--- src/rtl/log_encode_seq.sv ---
// Sequential log2 front end for the 8-bit logarithmic multiplier.
// Normalises two operands by left shifts to produce characteristic, Mitchell mantissa and zero flag.
module log_encode_seq (
    input  logic       clk,
    input  logic       rst,
    input  logic       in_valid,
    output logic       in_ready,
    input  logic [7:0] n_var_1,
    input  logic [7:0] n_var_2,
    output logic       out_valid,
    input  logic       out_ready,
    output logic [3:0] x,
    output logic [3:0] y,
    output logic [6:0] xm,
    output logic [6:0] ym,
    output logic       xz,
    output logic       yz,
    output logic       busy
);

    typedef enum logic [1:0] {
        StIdle,
        StShift,
        StDone
    } state_e;

    state_e     state_q, state_d;
    logic [7:0] ra_q, ra_d;
    logic [7:0] rb_q, rb_d;
    logic [3:0] ca_q, ca_d;
    logic [3:0] cb_q, cb_d;
    logic       za_q, za_d;
    logic       zb_q, zb_d;

    logic       fin_a;
    logic       fin_b;

    // A zero operand never reaches a leading one, so its flag counts as finished.
    assign fin_a = ra_q[7] | za_q;
    assign fin_b = rb_q[7] | zb_q;

    always_ff @(posedge clk or posedge rst) begin
        if (rst) begin
            state_q <= StIdle;
            ra_q    <= 8'd0;
            rb_q    <= 8'd0;
            ca_q    <= 4'd0;
            cb_q    <= 4'd0;
            za_q    <= 1'b0;
            zb_q    <= 1'b0;
        end else begin
            state_q <= state_d;
            ra_q    <= ra_d;
            rb_q    <= rb_d;
            ca_q    <= ca_d;
            cb_q    <= cb_d;
            za_q    <= za_d;
            zb_q    <= zb_d;
        end
    end

    always_comb begin
        state_d = state_q;
        ra_d    = ra_q;
        rb_d    = rb_q;
        ca_d    = ca_q;
        cb_d    = cb_q;
        za_d    = za_q;
        zb_d    = zb_q;

        unique case (state_q)
            StIdle: begin
                if (in_valid) begin
                    ra_d    = n_var_1;
                    rb_d    = n_var_2;
                    ca_d    = 4'd7;
                    cb_d    = 4'd7;
                    za_d    = (n_var_1 == 8'd0);
                    zb_d    = (n_var_2 == 8'd0);
                    state_d = StShift;
                end
            end
            StShift: begin
                if (fin_a && fin_b) begin
                    state_d = StDone;
                end else begin
                    if (!fin_a) begin
                        ra_d = {ra_q[6:0], 1'b0};
                        ca_d = ca_q - 4'd1;
                    end
                    if (!fin_b) begin
                        rb_d = {rb_q[6:0], 1'b0};
                        cb_d = cb_q - 4'd1;
                    end
                end
            end
            StDone: begin
                if (out_ready) begin
                    state_d = StIdle;
                end
            end
            default: begin
                state_d = StIdle;
            end
        endcase
    end

    assign in_ready  = (state_q == StIdle);
    assign out_valid = (state_q == StDone);
    assign busy      = (state_q == StShift);

    // The characteristic register of a zero operand still holds 7; report 0 instead.
    assign x  = za_q ? 4'd0 : ca_q;
    assign y  = zb_q ? 4'd0 : cb_q;
    assign xm = ra_q[6:0];
    assign ym = rb_q[6:0];
    assign xz = za_q;
    assign yz = zb_q;

    a_x_range : assert property (@(posedge clk) disable iff (rst) out_valid |-> (x[3] == 1'b0));
    a_y_range : assert property (@(posedge clk) disable iff (rst) out_valid |-> (y[3] == 1'b0));
    a_one_hot : assert property (@(posedge clk) disable iff (rst)
                                 $onehot({in_ready, busy, out_valid}));

endmodule

--- config.mk ---
export PLATFORM = sky130hd
export DESIGN_NAME = log_encode_seq
export DESIGN_NICKNAME = d
export VERILOG_FILES = /design/src/rtl/log_encode_seq.sv
export SDC_FILE = /design/constraint.sdc
export NUM_CORES = 1
export LEC_CHECK = 0
export ABC_AREA = 1
export CORE_MARGIN = 2
export CORE_UTILIZATION = 42
export DETAILED_ROUTE_END_ITERATION = 8
export GPL_TIMING_DRIVEN = 0
export PLACE_DENSITY_LB_ADDON = 0.08
export SYNTH_ARGS = -nofsm -noshare
export SYNTH_HDL_FRONTEND = slang
export SYNTH_SLANG_ARGS = --single-unit
--- constraint.sdc ---
create_clock -name clk -period 1.1 [get_ports clk]
set_input_delay 0.22 -clock clk [delete_from_list [all_inputs] [get_ports clk]]
set_output_delay 0.22 -clock clk [all_outputs]
set_load 0.02 [all_outputs]
==> results <==
- Counting every net in the synthesized netlist gives 234.
- The instance count of the mapped netlist is 212.
- From synthesis to final layout, the design area changed by 79.6%.
- The number of global-route vias before repair came to 1,557.
- During placement, the flow inserted port buffers numbering 46.
- The number of CTS-inserted buffers is 3.
- Summing every instance area after synthesis gives 1570 sq um.
- Dividing the detail-routed wire length by the instance count gives 15.1 microns.
- The number of design rule violations left after detail routing is 0.
- After legalization and detailed placement, the total HPWL measured 2470 microns.
- Registers are responsible for 18.9% of the overall power.
- The run finished, with violations left.
- The largest vdd supply drop is 1.84 mV.
- The share of total power consumed by net switching is 45.7%.
- The final-report hold violation count is 0.
- The routability-driven placement congestion ratio is 0.765.
- The number of vias after detailed routing is 1,601.
- After routing the design area is 2810 sq um.
- The first routing iteration left 64 violations.
- The clock network is responsible for 8.7% of the overall power.
- The number of antenna diodes in the final layout is 0.
- The endpoint class of the critical path is a flop.
- The category of the worst setup path launch point is a flop.
- The routed design could run at a clock period as short as 1.33 ns.
- The count of nets left with antenna violations once routing finished came out at 0.
- For this design the top-level I/O count stands at 47.
- Cell internal power was estimated by the tool at 0.00531 W.
- The final clock period utilization by the worst path is 121%.
- The sequential share of the synthesized area is 44.7%.
- The library cells used most frequently in the layout, excluding fill and tap cells, are buf_6 (34), nand2_1 (27), o21ai_2 (25).
- TritonCTS built the clock tree.
- The pin count of the biggest net entering global routing is 29.
- In the routed layout, each cell is associated on average with a via count of 4.91.
- The transition time at the pin with the least slew margin is 0.606 ns.
- The die is 65.1 microns tall.
- The synthesized netlist contains 17 unique library cells.
- The mean post-synth cell area is 7.39 sq um.
- The die is 65.1 microns wide.
- The leading cell type in the layout, fill and taps excluded is buf_6.
- For this design the total switching power over the nets is 0.00447 W.
- Summed over all layers, the routed wires come to 4930 microns.
- The part of the power in combinational logic is 72.3%.
- The worst pin sits at a relative slew slack of 59.5%.
- The instance area at placement is 2100 sq um.
- After floorplanning, the core was sized to cover 3630 sq um.
- Power spread over the standard cell area amounts to 3480 nW/um^2.
- After layout, the worst setup slack is -0.227 ns.
- For this run, the top clock speed supported by timing is 754 MHz.
- The checks that failed: setup timing.
- Clock skew on the completed layout was measured at 0.00178 ns.
- The number of max-cap violations is 0.
- The final-report setup violation count is 39.
- The initial antenna violation count is 0.
- Setup repair after global routing could not meet its margin everywhere.
- The root buffer selected by CTS is clkbuf_8.
- The maximum level of the CTS H-tree is 1.
- The final max-slew violation count is 0.
- For the worst-skew pair, the clock arrives at the later sink with an insertion delay of 0.29 ns.
- The wire length of the first global-routing pass is 7260 microns.
- Of all nets on the critical path, the largest fanout is 5.
- In this run the deepest clock path goes through 2 buffers.
- The Yosys step of the flow raised 0 warnings.
- The starting density of the core is 43.1%.
- The critical path required time is 1.32 ns.
- The number of sinks on the clock net is 28.
- After clock tree synthesis, the clock-pin slew on the worst setup and hold paths is 0.10 ns.
- The area of the die is 4230 sq um.
- Global routing finished with a remaining overflow of 0.
- In the global route stage, overall resource usage came out at 22.5%.
- The layout has 252 filler cells.
- The first TritonRoute pass finished after 4 iterations.
- The hold buffer count at cts is 0.
- The post-layout net count is 301.
- The fraction of layout cells with a size suffix above 1 is 53.6%.
- The number of synthesized register bits is 28.
- The placement row count is 22.
- The worst setup path is of the reg2reg kind.
- The class of the most critical hold timing path is in2async.
- The post-placement setup slack is -0.448 ns.
- At the worst endpoint, the arrival time is 1.54 ns.
- The static leakage is 1.33 nW.
-- registers in the layout, indices dropped and copies added, names as in the netlist --
signal	cells
ca_q	4
cb_q	4
ra_q	8
rb_q	8
state_q	2
xz	1
yz	1
-- repair_timing --
action / in CTS / in global routing
setup buffers: 19 / 5
endpoints found under the setup margin: 82 / 41
resized for setup: 244 / 70
gates cloned: 6 / 1
pin swaps: 22 / 15
-- kinds of logic after synthesis --
group / Yosys count / share of synthesized area, %
and+or+nand+nor: 90 / 23.3
AOI/OAI and AO/OA: 41 / 13.2
DFF: 28 / 44.7
buffers and inverters: 51 / 17.2
adders and majority gates: 2 / 1.60
-- through the flow --
step / util, % / instances / total power, W / setup TNS, ns / hold WS, ns
final: 77.4 / 326 / 0.00978 / -5.53 / 0.339
after global routing: 77.4 / 326 / 0.0103 / -7.51 / 0.404
after CTS: 69.1 / 321 / 0.00839 / -4.07 / 0.370
after detailed placement: 57.8 / 306 / 0.00585 / -24.15 / 0.480
after global placement: 57.8 / 306 / 0.00581 / -24.41 / 0.470
after floorplan: - / 212 / 0.00447 / -2.15 / 0.285
-- critical path, cell delays in order (launching register included) --
cell,delay [ns]
dfrtp_2,0.48
inv_4,0.09
buf_12,0.12
nand2_8,0.07
clkbuf_8,0.17
o21ai_2,0.16
nand2_2,0.07
o21ai_1,0.08
-- path summary, 6_finish.rpt --
kind	start	endpoint	slack (ns)	cells after the start
max	state_q[1]	ra_q[6]	-0.23	7
min	rst	rb_q[4]	0.34	2
max reg2reg	state_q[1]	ra_q[6]	-0.23	7
min reg2reg	cb_q[2]	cb_q[2]	0.50	2
max in group asynchronous	rst	state_q[0]	0.39	2
min in group clk	cb_q[2]	cb_q[2]	0.50	2
-- synth_stat cells --
cell type,n,area (sq um)
o21ai_1,4,20.0
buf_2,1,5.00
nand3_1,6,30.0
ha_1,2,25.0
buf_6,2,22.5
inv_1,31,116
o22ai_1,1,6.26
nor2_1,26,97.6
nand2_2,3,18.8
a21oi_1,2,10.0
buf_4,16,120
clkbuf_2,1,5.00
o21ai_0,34,170
nor2_4,1,11.3
dfrtp_1,28,701
nand4_1,2,12.5
nand2_1,52,195
-- power groups by stage --
stage	Sequential, W	Combinational (W)	Clock (W)
finish	0.00185	0.00707	0.000854
global route	0.00190	0.00752	0.000912
CTS	0.00183	0.00571	0.000848
detailed placement	0.00176	0.00409	0
global placement	0.00174	0.00407	0
floorplan	0.00171	0.00276	0
-- layer usage --
layer | global-route usage (%) | wire length [microns] | up-vias
met1 | 27.5 | 2060 | 772
met3 | 2.78 | 142 | 9
met5 | 0 | 0 | -
li1 | - | - | 783
met2 | 41.0 | 2640 | 37
met4 | 7.03 | 91 | 0
-- area by class of cell --
class	count	area, sq um	share of cell area [%]
Multi-Input combinational cell	134	972	34.5
Timing Repair Buffer	75	802	28.5
Sequential cell	28	706	25.1
Inverter	31	125	4.45
Buffer	6	77.6	2.76
Tap cell	48	60.1	2.13
Clock buffer	3	41.3	1.47
Clock inverter	1	30.0	1.07
Power figures use the tool's default switching activity.
